### src/rtl/rf_wb_arbiter.sv
// ---------------------------------------------------------------------------
// rf_wb_arbiter
//   Shares the single synchronous write port of the register file between two
//   writeback requesters. p0 is the main pipeline writeback and normally wins.
//   p1 is the long-latency unit writeback (mul/div, load miss return). A small
//   starvation FSM forces one p1 grant after STARVE_LIMIT consecutive denials.
//   Grants are combinational, so a granted write lands in the register file on
//   the next rising i_clk edge. Writes to x0 complete the handshake but are
//   not forwarded as a write enable.
//
// Parameters
//   STARVE_LIMIT : consecutive denied cycles for p1 before boost (1..15)
//
// Ports
//   i_clk, i_rst_n               clock (rising edge), async active-low reset
//   i_p0_valid/o_p0_ready        p0 handshake, i_p0_waddr[4:0], i_p0_wdata[31:0]
//   i_p1_valid/o_p1_ready        p1 handshake, i_p1_waddr[4:0], i_p1_wdata[31:0]
//   o_rd_wen/o_rd_waddr/o_rd_wdata  register file write port
//   o_p1_boost                   high while the FSM is in BOOST (registered)
// ---------------------------------------------------------------------------
module rf_wb_arbiter #(
    parameter int unsigned STARVE_LIMIT = 4
) (
    input  logic        i_clk,
    input  logic        i_rst_n,
    input  logic        i_p0_valid,
    output logic        o_p0_ready,
    input  logic [4:0]  i_p0_waddr,
    input  logic [31:0] i_p0_wdata,
    input  logic        i_p1_valid,
    output logic        o_p1_ready,
    input  logic [4:0]  i_p1_waddr,
    input  logic [31:0] i_p1_wdata,
    output logic        o_rd_wen,
    output logic [4:0]  o_rd_waddr,
    output logic [31:0] o_rd_wdata,
    output logic        o_p1_boost
);

    typedef enum logic {
        MODE_NORMAL = 1'b0,
        MODE_BOOST  = 1'b1
    } mode_t;

    // Denial count at which the next denial triggers BOOST.
    localparam logic [3:0] LIMIT_M1 = 4'(STARVE_LIMIT - 1);

    mode_t       mode_reg, mode_next;
    logic [3:0]  wait_cnt_reg, wait_cnt_next;
    logic        p0_gnt, p1_gnt;

    // -----------------------------------------------------------------------
    // State register
    // -----------------------------------------------------------------------
    always_ff @(posedge i_clk or negedge i_rst_n) begin
        if (!i_rst_n) begin
            mode_reg     <= MODE_NORMAL;
            wait_cnt_reg <= 4'd0;
        end else begin
            mode_reg     <= mode_next;
            wait_cnt_reg <= wait_cnt_next;
        end
    end

    // -----------------------------------------------------------------------
    // Grant and next-state logic. Grants are gated by i_rst_n so that no
    // handshake can complete while reset is held, even with valid inputs.
    // -----------------------------------------------------------------------
    always_comb begin
        p0_gnt        = 1'b0;
        p1_gnt        = 1'b0;
        mode_next     = mode_reg;
        wait_cnt_next = wait_cnt_reg;

        if (i_rst_n) begin
            case (mode_reg)
                MODE_NORMAL: begin
                    if (i_p0_valid) begin
                        p0_gnt = 1'b1;
                        if (i_p1_valid) begin
                            // p1 denied this cycle
                            if (wait_cnt_reg >= LIMIT_M1) begin
                                mode_next     = MODE_BOOST;
                                wait_cnt_next = 4'd0;
                            end else begin
                                wait_cnt_next = wait_cnt_reg + 4'd1;
                            end
                        end else begin
                            wait_cnt_next = 4'd0;
                        end
                    end else begin
                        // p1 either granted or idle: both clear the count
                        p1_gnt        = i_p1_valid;
                        wait_cnt_next = 4'd0;
                    end
                end
                MODE_BOOST: begin
                    // p0 is stalled. Boost ends after one edge whether p1
                    // transferred or (protocol violation) dropped valid.
                    p1_gnt        = i_p1_valid;
                    mode_next     = MODE_NORMAL;
                    wait_cnt_next = 4'd0;
                end
                default: begin
                    mode_next     = MODE_NORMAL;
                    wait_cnt_next = 4'd0;
                end
            endcase
        end
    end

    // -----------------------------------------------------------------------
    // Write port mux. Zero when nothing is granted; x0 writes drop wen only.
    // -----------------------------------------------------------------------
    always_comb begin
        o_rd_wen   = 1'b0;
        o_rd_waddr = 5'd0;
        o_rd_wdata = 32'd0;
        if (p0_gnt) begin
            o_rd_wen   = (i_p0_waddr != 5'd0);
            o_rd_waddr = i_p0_waddr;
            o_rd_wdata = i_p0_wdata;
        end else if (p1_gnt) begin
            o_rd_wen   = (i_p1_waddr != 5'd0);
            o_rd_waddr = i_p1_waddr;
            o_rd_wdata = i_p1_wdata;
        end
    end

    assign o_p0_ready = p0_gnt;
    assign o_p1_ready = p1_gnt;
    assign o_p1_boost = (mode_reg == MODE_BOOST);

endmodule

### config.mk
export PLATFORM = sky130hd
export DESIGN_NAME = rf_wb_arbiter
export DESIGN_NICKNAME = d
export VERILOG_FILES = /design/src/rtl/rf_wb_arbiter.sv
export SDC_FILE = /design/constraint.sdc
export NUM_CORES = 1
export LEC_CHECK = 0
export ABC_AREA = 0
export CAP_MARGIN = 20
export CORE_MARGIN = 5
export CORE_UTILIZATION = 22
export DETAILED_ROUTE_END_ITERATION = 7
export PLACE_DENSITY_LB_ADDON = 0.2
export SLEW_MARGIN = 40
export SYNTH_ARGS = -nofsm -noshare
export SYNTH_HDL_FRONTEND = slang
export SYNTH_SLANG_ARGS = --single-unit
### constraint.sdc
create_clock -name i_clk -period 4.83 [get_ports i_clk]
set_input_delay 1.449 -clock i_clk [delete_from_list [all_inputs] [get_ports i_clk]]
set_output_delay 1.449 -clock i_clk [all_outputs]
set_load 0.005 [all_outputs]
==> results.txt <==
----------------------------------------------------
[Synth]
  Count leader, synth ... sky130_fd_sc_hd__a22o_1
  Sequential-to-total area share from yosys stat ... 18.90%
  Synthesized area per cell ... 9.456 µm²
  Synth area leader ... sky130_fd_sc_hd__a22o_1
  Number of warnings issued by yosys ... 0
  Number of nets in the synthesized netlist ... 149
  Count of flip-flops with a built-in enable after synthesis ... 0
  Unique cell type count in the Yosys netlist ... 20
  Summed instance area of the synthesized netlist ... 661.9 µm²
  Post-synth top area share ... 48.96%
  Ranking of synthesized cells by area ... sky130_fd_sc_hd__a22o_1, sky130_fd_sc_hd__dfrtp_1, sky130_fd_sc_hd__buf_6, sky130_fd_sc_hd__a32o_1, sky130_fd_sc_hd__buf_2
  Synth cell count leaders ... sky130_fd_sc_hd__a22o_1, sky130_fd_sc_hd__buf_6, sky130_fd_sc_hd__dfrtp_1, sky130_fd_sc_hd__buf_2
  Post-Syn Instances ... 70
  Ys flop type ... sky130_fd_sc_hd__dfrtp_1
  Asr flop ratio synth ... 100.0%
  Flops & latches, synth ... 5

[Clocking]
  Post-cts gate resize count ... 0
  Number of buffers on the longest clock path ... 2
  Cell chosen for the clock root ... sky130_fd_sc_hd__clkbuf_4
  CTS Sinks ... 5
  Number of buffers added to fix hold violations after cts ... 0
  # Post-CTS Setup Buffers ... 0
  Insertion delay to the later sink of the worst-skew pair ... 240 ps
  CTS tree ... built
  CTS buffer count ... 3
  Clock transition at path regs ... 40 ps
  Number of H-tree levels ... 1

[Placed design]
  Detail Placement HPWL ... 3370 µm
  GP Congestion ... 0.7429
  Instance area at placement ... 0.001868 mm²
  Pre-CTS setup slack ... 205.1 ps
  Number of port buffers ... 118

[Timing]
  Final setup violation count ... 0
  Unrepaired setup endpoints after global routing ... no
  Max Clk Rate ... 0.2173 GHz
  Clock period minus final worst setup slack ... 4601 ps
  Share of the clock period used by the worst path after layout ... 95.26%
  Fin Clk Skew ... 0.3639 ps
  TNS Setup ... 0 ps
  Worst relative slew slack ... 75.40%
  Final count of hold timing violations ... 0
  Max Transition Viols Final ... 0
  Tightest Pin Transition ... 366.3 ps
  Setup slack after layout ... 228.7 ps

[Drt]
  Via/cell ratio ... 4.914
  DRC marker count from the first detailed-route iteration ... 52
  Total detailed-routing wirelength ... 3904 µm
  Drc violations ... 0
  Mean routed wirelength per cell ... 17.67 µm
  Total number of vias ... 1086
  First-pass iteration count of the detailed router ... 3
  Number of nets with antenna violations after detailed routing ... 0

[Pwr]
  Comb power frac ... 61.7%
  Power density of the placed cells ... 126.0 mW/mm²
  Leakage power ... 0.7613 nW
  Sequential share of power ... 18.5%
  Switching power ... 56.90 µW
  Worst ir drop on vdd ... 111.2 µV
  Fraction of power spent switching nets ... 23.83%
  Clk network pwr share ... 19.8%
  Internal power ... 181.9 µW

[Global routing]
  Total gr overflow ... 0
  Overall track demand over capacity in global routing ... 18.10%
  Global-route wire length before repair ... 5975 µm
  Number of antenna violations at the first check in global routing ... 0
  Maximum number of pins on one net before global-route repair ... 39
  Via count of the first global-routing pass ... 1119

[Floorplan]
  Number of placement rows ... 20
  Width of the die ... 64.85 µm
  DIE AREA ... 0.004206 mm²
  Placeable core region ... 0.002978 mm²
  Chip height ... 64.85 µm
  I/O Pins ... 119
  Initial core utilization ... 22.23%

[Cells and area]
  Count of fill cells added during filler insertion ... 265
  Area of all placed cells without fillers ... 0.001894 mm²
  Seq. cell area ... 125.1 µm²
  Max FFs per register ... 4
  Footprint of the multi-input gates ... 461.7 µm²
  Fraction of layout cells with a size suffix above 1 ... 4.787%
  Number of inserted diodes ... 0
  Signed area change from the synthesized netlist to the final layout ... 186.2%
  Number of nets at the end of the flow ... 268

[Worst hold path]
  Class of the most critical hold timing path ... flip-flop to flip-flop

[Critical path]
  Setup crit end kind ... output port
  Reg-to-reg setup timing slack ... 3600 ps
  Crit path arrival time ... 3150 ps
  Critical Path Source Type ... input port
  Crit Path Category ... input port to output port
  Critical Path RT ... 3380 ps
  Critical-path maximum fanout ... 29

[Job]
  Max-cap check violation count ... 0

[Run status]
  Run status ... finished clean

----------------------------------------------------
## power by group through the flow
stage / combinational [mW] / sequential (mW) / clock [mW]
finish: 0.147 / 0.0441 / 0.0473
global route: 0.157 / 0.0442 / 0.0523
CTS: 0.149 / 0.0441 / 0.0492
detailed placement: 0.148 / 0.0447 / 0
global placement: 0.145 / 0.0447 / 0
floorplan: 0.0378 / 0.0445 / 0
## cell usage in the layout, fill, tap and decap left out, types with 2 or more instances in the layout
master                              n
sky130_fd_sc_hd__clkdlybuf4s50_1  118
sky130_fd_sc_hd__a22o_1            37
sky130_fd_sc_hd__dfrtp_1            5
sky130_fd_sc_hd__buf_12             2
sky130_fd_sc_hd__clkbuf_4           3
sky130_fd_sc_hd__or4_1              2
sky130_fd_sc_hd__buf_4              2
sky130_fd_sc_hd__nor2_1             2
sky130_fd_sc_hd__a32o_1             2
sky130_fd_sc_hd__nor2b_1            2
## per-stage QoR
step	total power, mW	utilization [%]	hold WS (ps)	instances
after global placement	0.1898	62.73	486.2	217
after CTS	0.2419	63.61	499.4	221
after floorplan	0.08235	-	465.3	70
after detailed placement	0.1929	62.73	487.8	217
final	0.2388	63.61	494.0	221
after global routing	0.2539	63.61	519.5	221
## routing by layer
metal | vias up | share of wire (%) | GRT usage (%)
li1 | 534 | - | -
met1 | 480 | 37 | 19.64
met2 | 60 | 53 | 33.46
met3 | 12 | 6.8 | 3.120
met4 | 0 | 3.2 | 8.707
met5 | - | 0 | 0
## critical path: stages
cell and delay [ps]:
sky130_fd_sc_hd__clkdlybuf4s50_1 520, sky130_fd_sc_hd__and3b_1 300, sky130_fd_sc_hd__buf_12 210, sky130_fd_sc_hd__a22o_1 140
sky130_fd_sc_hd__clkdlybuf4s50_1 520
## logic make-up after synthesis
logic type                 after synthesis  synth area share (%)
adders and majority gates                1                 1.890
DFF                                      5                 18.90
and+or+nand+nor                         13                 12.66
buffers and inverters                    9                 11.34
AOI/OAI and AO/OA                       42                 55.20
## final cells by class
type                       count  area share [%]
timing repair buffer         122           65.26
multi-input combinational     56           24.37
sequential                     5           6.605
tap                           33           2.180
clock buffer                   4           1.387
inverter                       1          0.1982
## path summary, 6_finish.rpt
path                       depth (start not counted)            start         endpoint
max                                                5          i_rst_n   o_rd_wdata[15]
min                                                1  wait_cnt_reg[1]  wait_cnt_reg[1]
max reg2reg                                        3  wait_cnt_reg[0]  wait_cnt_reg[0]
min reg2reg                                        1  wait_cnt_reg[1]  wait_cnt_reg[1]
max in group asynchronous                          2          i_rst_n  wait_cnt_reg[0]
min in group asynchronous                          1          i_rst_n       o_p1_boost
Note: power is estimated with default switching activity, not from simulation.
